File: src/rtl/apb_bridge_pkg.sv
// apb_bridge_pkg: shared definitions for the AHB-to-APB master controller.
//   state_e        - controller FSM states
//   REGn_BASE/LIM  - inclusive address window of each APB slave
//   SEL_*          - one-hot Pselx encodings (SEL_NONE = no slave selected)
package apb_bridge_pkg;

  typedef enum logic [1:0] {
    ST_IDLE   = 2'd0,
    ST_WWAIT  = 2'd1,
    ST_SETUP  = 2'd2,
    ST_ENABLE = 2'd3
  } state_e;

  localparam logic [31:0] REG0_BASE = 32'h8000_0000;
  localparam logic [31:0] REG0_LIM  = 32'h83FF_FFFF;
  localparam logic [31:0] REG1_BASE = 32'h8400_0000;
  localparam logic [31:0] REG1_LIM  = 32'h87FF_FFFF;
  localparam logic [31:0] REG2_BASE = 32'h8800_0000;
  localparam logic [31:0] REG2_LIM  = 32'h8BFF_FFFF;

  localparam logic [2:0] SEL_NONE = 3'b000;
  localparam logic [2:0] SEL_R0   = 3'b001;
  localparam logic [2:0] SEL_R1   = 3'b010;
  localparam logic [2:0] SEL_R2   = 3'b100;

endpackage

File: src/rtl/apb_addr_decode.sv
// apb_addr_decode: combinational address decode for the APB slave map.
//   addr   - AHB transfer address
//   sel    - one-hot slave select for addr (SEL_NONE when unmapped)
//   mapped - 1 when addr falls inside one of the slave windows
module apb_addr_decode
  import apb_bridge_pkg::*;
(
  input  logic [31:0] addr,
  output logic [2:0]  sel,
  output logic        mapped
);

  always_comb begin
    sel = SEL_NONE;
    if (addr >= REG0_BASE && addr <= REG0_LIM)      sel = SEL_R0;
    else if (addr >= REG1_BASE && addr <= REG1_LIM) sel = SEL_R1;
    else if (addr >= REG2_BASE && addr <= REG2_LIM) sel = SEL_R2;
  end

  assign mapped = (sel != SEL_NONE);

endmodule

File: src/rtl/apb_master_ctrl.sv
// apb_master_ctrl: turns single-strobe AHB requests into APB setup/enable
// transfers for a zero-wait-state slave.
//   Hclk, Hresetn          - clock, async active-low reset
//   Valid, Hwrite_in,
//   Haddr_in               - request strobe, direction and address
//   Hwdata_in              - write data, one cycle after Valid
//   Prdata                 - APB read data
//   Pwrite, Penable, Pselx,
//   Paddr, Pwdata          - APB master outputs (all registered)
//   Hreadyout, Hrdata      - ready back to AHB and captured read data
module apb_master_ctrl
  import apb_bridge_pkg::*;
(
  input  logic        Hclk,
  input  logic        Hresetn,
  input  logic        Valid,
  input  logic        Hwrite_in,
  input  logic [31:0] Haddr_in,
  input  logic [31:0] Hwdata_in,
  input  logic [31:0] Prdata,
  output logic        Pwrite,
  output logic        Penable,
  output logic [2:0]  Pselx,
  output logic [31:0] Paddr,
  output logic [31:0] Pwdata,
  output logic        Hreadyout,
  output logic [31:0] Hrdata
);

  state_e     state;
  logic [2:0] dec_sel;
  logic       dec_mapped;
  // Select is held here during the write-data wait so Pselx only rises
  // once Pwdata is valid, i.e. at the true APB setup phase.
  logic [2:0] sel_q;

  apb_addr_decode u_dec (
    .addr   (Haddr_in),
    .sel    (dec_sel),
    .mapped (dec_mapped)
  );

  always_ff @(posedge Hclk or negedge Hresetn) begin
    if (!Hresetn) begin
      state     <= ST_IDLE;
      Pwrite    <= 1'b0;
      Penable   <= 1'b0;
      Pselx     <= SEL_NONE;
      Paddr     <= '0;
      Pwdata    <= '0;
      Hreadyout <= 1'b1;
      Hrdata    <= '0;
      sel_q     <= SEL_NONE;
    end else begin
      case (state)
        ST_IDLE: begin
          // Unmapped requests are dropped silently; ready stays high.
          if (Valid && dec_mapped) begin
            Paddr     <= Haddr_in;
            Pwrite    <= Hwrite_in;
            sel_q     <= dec_sel;
            Hreadyout <= 1'b0;
            if (Hwrite_in) begin
              state <= ST_WWAIT;
            end else begin
              Pselx <= dec_sel;
              state <= ST_SETUP;
            end
          end
        end
        ST_WWAIT: begin
          Pwdata <= Hwdata_in;
          Pselx  <= sel_q;
          state  <= ST_SETUP;
        end
        ST_SETUP: begin
          Penable <= 1'b1;
          state   <= ST_ENABLE;
        end
        ST_ENABLE: begin
          Penable   <= 1'b0;
          Pselx     <= SEL_NONE;
          Hreadyout <= 1'b1;
          if (!Pwrite) Hrdata <= Prdata;
          state <= ST_IDLE;
        end
        default: state <= ST_IDLE;
      endcase
    end
  end

endmodule

File: config.mk
export PLATFORM = sky130hd
export DESIGN_NAME = apb_master_ctrl
export DESIGN_NICKNAME = d
export VERILOG_FILES = /design/src/rtl/apb_bridge_pkg.sv /design/src/rtl/apb_addr_decode.sv /design/src/rtl/apb_master_ctrl.sv
export SDC_FILE = /design/constraint.sdc
export NUM_CORES = 1
export LEC_CHECK = 0
export ABC_CLOCK_PERIOD_IN_PS = 1750
export CAP_MARGIN = 20
export CORE_ASPECT_RATIO = 1.2
export CORE_MARGIN = 2
export CORE_UTILIZATION = 41
export CTS_CLUSTER_SIZE = 12
export DETAILED_ROUTE_END_ITERATION = 12
export PLACE_DENSITY_LB_ADDON = 0.08
export SLEW_MARGIN = 30
export SYNTH_ARGS = -nofsm -noshare
export SYNTH_HDL_FRONTEND = slang
export SYNTH_HIERARCHICAL = 1
export SYNTH_SLANG_ARGS = --single-unit
File: constraint.sdc
create_clock -name Hclk -period 1.75 [get_ports Hclk]
set_input_delay 0.2625 -clock Hclk [delete_from_list [all_inputs] [get_ports Hclk]]
set_output_delay 0.2625 -clock Hclk [all_outputs]
set_load 0.005 [all_outputs]
==> flow_summary_export.csv <==
group,metric,value,unit
status,outcome,"finished with violations",
status,violations,"negative hold slack",
detailed_routing,num_vias,2877,
worst_setup_path,cp-start-kind,"input pin",
final_layout,fillerInstances,795,
run,drv_cap,0,
worst_setup_path,r2r_cells,5,
timing,max_slew_margin,60.1,%
global_routing,grt_max_degree,108,
cts,numCtsBuffers,9,
placed_design,port_buffers,201,
synth,synth_cell_type_count,23,
worst_setup_path,required,1.98,ns
timing,clock_skew,0.00839,ns
global_routing,grt_use_met3,6.46,%
cts,cts.clk_slew.worst_paths,0.07,ns
synth,synth_warnings,6,
worst_setup_path,critPathMaxStageDelay,0.56,ns
floorplan,die_y,117,um
global_routing,grt.met2_usage,28.4,%
floorplan,rows,41,
cts,cts.hold.buffers_added,0,
global_routing,busiest_layer,"met2",
detailed_routing,drc,0,
final_layout,antenna_cells,0,
timing,finalSetupViolCount,0,
power_and_ir_drop,p_leak,0.00299,uW
final_layout,num-nets-final,582,
placed_design,placed_area,6560,sq um
floorplan,chipWidth,97.9,um
timing,whs,-0.0455,ns
global_routing,gr-usage-met1,22.8,%
synth,ys_seq_area_share,61.8,%
synth,synthFlopType,"dfrtp_1",
synth,synth_edf_count,0,
cts,cts-root-buf,"clkbuf_16",
global_routing,grt_pass1_vias,3038,
detailed_routing,vias_per_cell,4.72,
power_and_ir_drop,power_density,1630,nW/um^2
floorplan,initial_core_util,41.6,%
cts,clockBufferDepth,2,
synth,ys_async_sr_fraction,100,%
synth,synth.cell_area,4330,sq um
synth,synth_cells,265,
hold_path,hold_class,"input pin to asynchronous set/reset pin",
worst_setup_path,arrival,1.91,ns
power_and_ir_drop,ir_worst_vdd,0.000722,V
timing,rsz0062_at_grt,"false",
worst_setup_path,cp-end-kind,"register",
worst_setup_path,timing.rr.start,"state[0]$_DFFE_PN0P_",
cts,postCtsSetupRepairBufs,0,
cts,cts_sinks,107,
cts,cts.htree.levels,3,
final_layout,drive_gt1_share,28.1,%
global_routing,gr-usage-all-layers,17.8,%
final_layout,syn_to_final_growth,58.9,%
worst_setup_path,crit_type,"input pin to register",
global_routing,antenna_found_initial,0,
timing,fmax,597,MHz
power_and_ir_drop,finalPower,11300,uW
floorplan,die_area,11400,sq um
global_routing,grt_pass1_wl,15.8,mm
floorplan,coreArea,10400,sq um
detailed_routing,drtIter0Drc,73,
worst_setup_path,crit_fanout,3,
placed_design,hpwl,7.17,mm
synth,synth_nets,371,
timing,finalCriticalPeriod,1.68,ns
worst_setup_path,r2r_slack,0.12,ns
cts,worstSkewPairLatency,0.35,ns
final_layout,design_area,6890,sq um
worst_setup_path,cpMostUsedCell,"a21oi_4",
detailed_routing,postRouteAntennaNets,0,
synth,synth-seq-cells,107,
detailed_routing,routedWlPerCell,16.2,um
timing,slew_viol_final,0,
worst_setup_path,worstReg2RegEnd,"Paddr[7]$_DFFE_PN0P_",
final_layout,multi_input_area,1570,sq um
worst_setup_path,slowest_stage,"or4b_4",
timing,fin_crit_sh,95.8,%
placed_design,gp_congestion,0.727,
timing,hold_viol,22,
detailed_routing,routed_wirelength,9.88,mm
final_layout,seq_area,2680,sq um
timing,worst_pin_slew,0.598,ns
cts,cts_tree,"yes",
floorplan,top_level_ports,202,
global_routing,grt_overflow,0,
worst_setup_path,crit_chain,"dlygate4sd2_1, or4b_4, a21oi_4, nand3b_1, a21oi_4, mux2_4",
synth,syn_avg_cell_area,16.4,sq um
detailed_routing,first_pass_iters,2,
critical path: cells and delay by family:
family                 cells  cell delay, ns
and+or+nand+nor            2            0.70
AOI/OAI and AO/OA          2            0.38
muxes                      1            0.32
buffers and inverters      1            0.25
cell usage in the layout, fill, tap and decap left out:
master           instances
nand2_1                  7
or4b_4                   1
inv_2                    1
nand3_2                  1
clkinvlp_4               1
or2_2                    1
ha_2                     1
dfrtp_1                106
buf_4                    6
nand3b_1                 1
nor2_1                   2
inv_1                    6
o211ai_1                 3
ha_1                     5
mux2i_1                  2
clkbuf_16                9
dlygate4sd2_1            4
a21boi_1                 1
a21oi_4                  2
buf_12                   5
bufinv_16                2
clkinv_2                 2
dfstp_2                  1
clkbuf_1                 2
mux2_4                  33
clkdlybuf4s50_1        196
nor2_8                   1
nor3_1                   1
o21ai_0                 10
mux2_2                  66
nor3b_2                  2
report_power, final:
part,internal (uW),switching (uW)
logic,3490,1470
clock network,1250,880
registers,3600,573
state kept, by name (all words and copies together), names as in the netlist:
name and flops:
sel_q 3, Hreadyout 1, Pwdata 32, Pselx 3
state 2, Hrdata 32, Pwrite 1, Paddr 32
Penable 1
cell families after synthesis:
group | count (synthesis) | share of synthesized area [%]
multiplexers | 101 | 28.8
adder cells (fa/ha/maj) | 6 | 1.73
AND/OR/NAND/NOR | 17 | 2.68
AO/OA/AOI/OAI | 16 | 2.08
buffers and inverters | 18 | 2.92
flip-flops | 107 | 61.8
area by class of cell:
type / instances / share of cell area (%)
multi-input combinational: 140 / 22.8
inverter: 7 / 0.381
sequential: 107 / 38.9
timing repair buffer: 211 / 31.1
clock buffer: 11 / 3.38
clock inverter: 5 / 1.13
tap: 129 / 2.34
synthesized netlist by cell type (all sizes together), types with 2 or more instances:
cell | number | area share [%]
o211ai | 3 | 0.52
o21ai | 10 | 1.2
mux2 | 99 | 28
inv | 7 | 0.61
a21oi | 2 | 0.23
nor2 | 3 | 0.64
ha | 6 | 1.7
buf | 11 | 2.3
nor3b | 2 | 0.58
dfrtp | 106 | 61
mux2i | 2 | 0.46
nand2 | 7 | 0.61
worst max path at each step:
stage                         startpoint              endpoint  slack (ns)  depth (start not counted)
detailed placement          Haddr_in[30]  Pselx[1]$_DFFE_PN0P_       -0.48                          6
global placement            Haddr_in[30]  Pselx[0]$_DFFE_PN0P_       -0.47                          6
finish                      Haddr_in[28]  Pselx[0]$_DFFE_PN0P_        0.07                          6
CTS                 state[0]$_DFFE_PN0P_  state[0]$_DFFE_PN0P_       0.003                          4
global route        state[1]$_DFFE_PN0P_  state[1]$_DFFE_PN0P_        0.01                          4
floorplan                   Haddr_in[30]  Pselx[0]$_DFFE_PN0P_        0.03                          5
routing by layer:
metal  up-vias  wire length [um]
met3         9               735
met2       115              4830
met4         0               118
met1      1409              4190
met5         -                 0
li1       1344                 -
metrics by stage:
stage / TNS [ns] / util [%] / setup WS, ns / instances
after floorplan: 0 / - / 0.0339 / 265
after global placement: -16.57 / 62.9 / -0.466 / 594
after detailed placement: -16.06 / 62.9 / -0.482 / 594
after CTS: 0 / 66.1 / 0.00257 / 610
after global routing: 0 / 66.2 / 0.0127 / 610
final: 0 / 66.2 / 0.0738 / 610
what timing repair did:
item | in CTS | in global routing
setup endpoints to repair | 35 | 15
resized for setup | 9 | 2
pin swaps | 2 | 0
(Power assumes the default switching activity.)
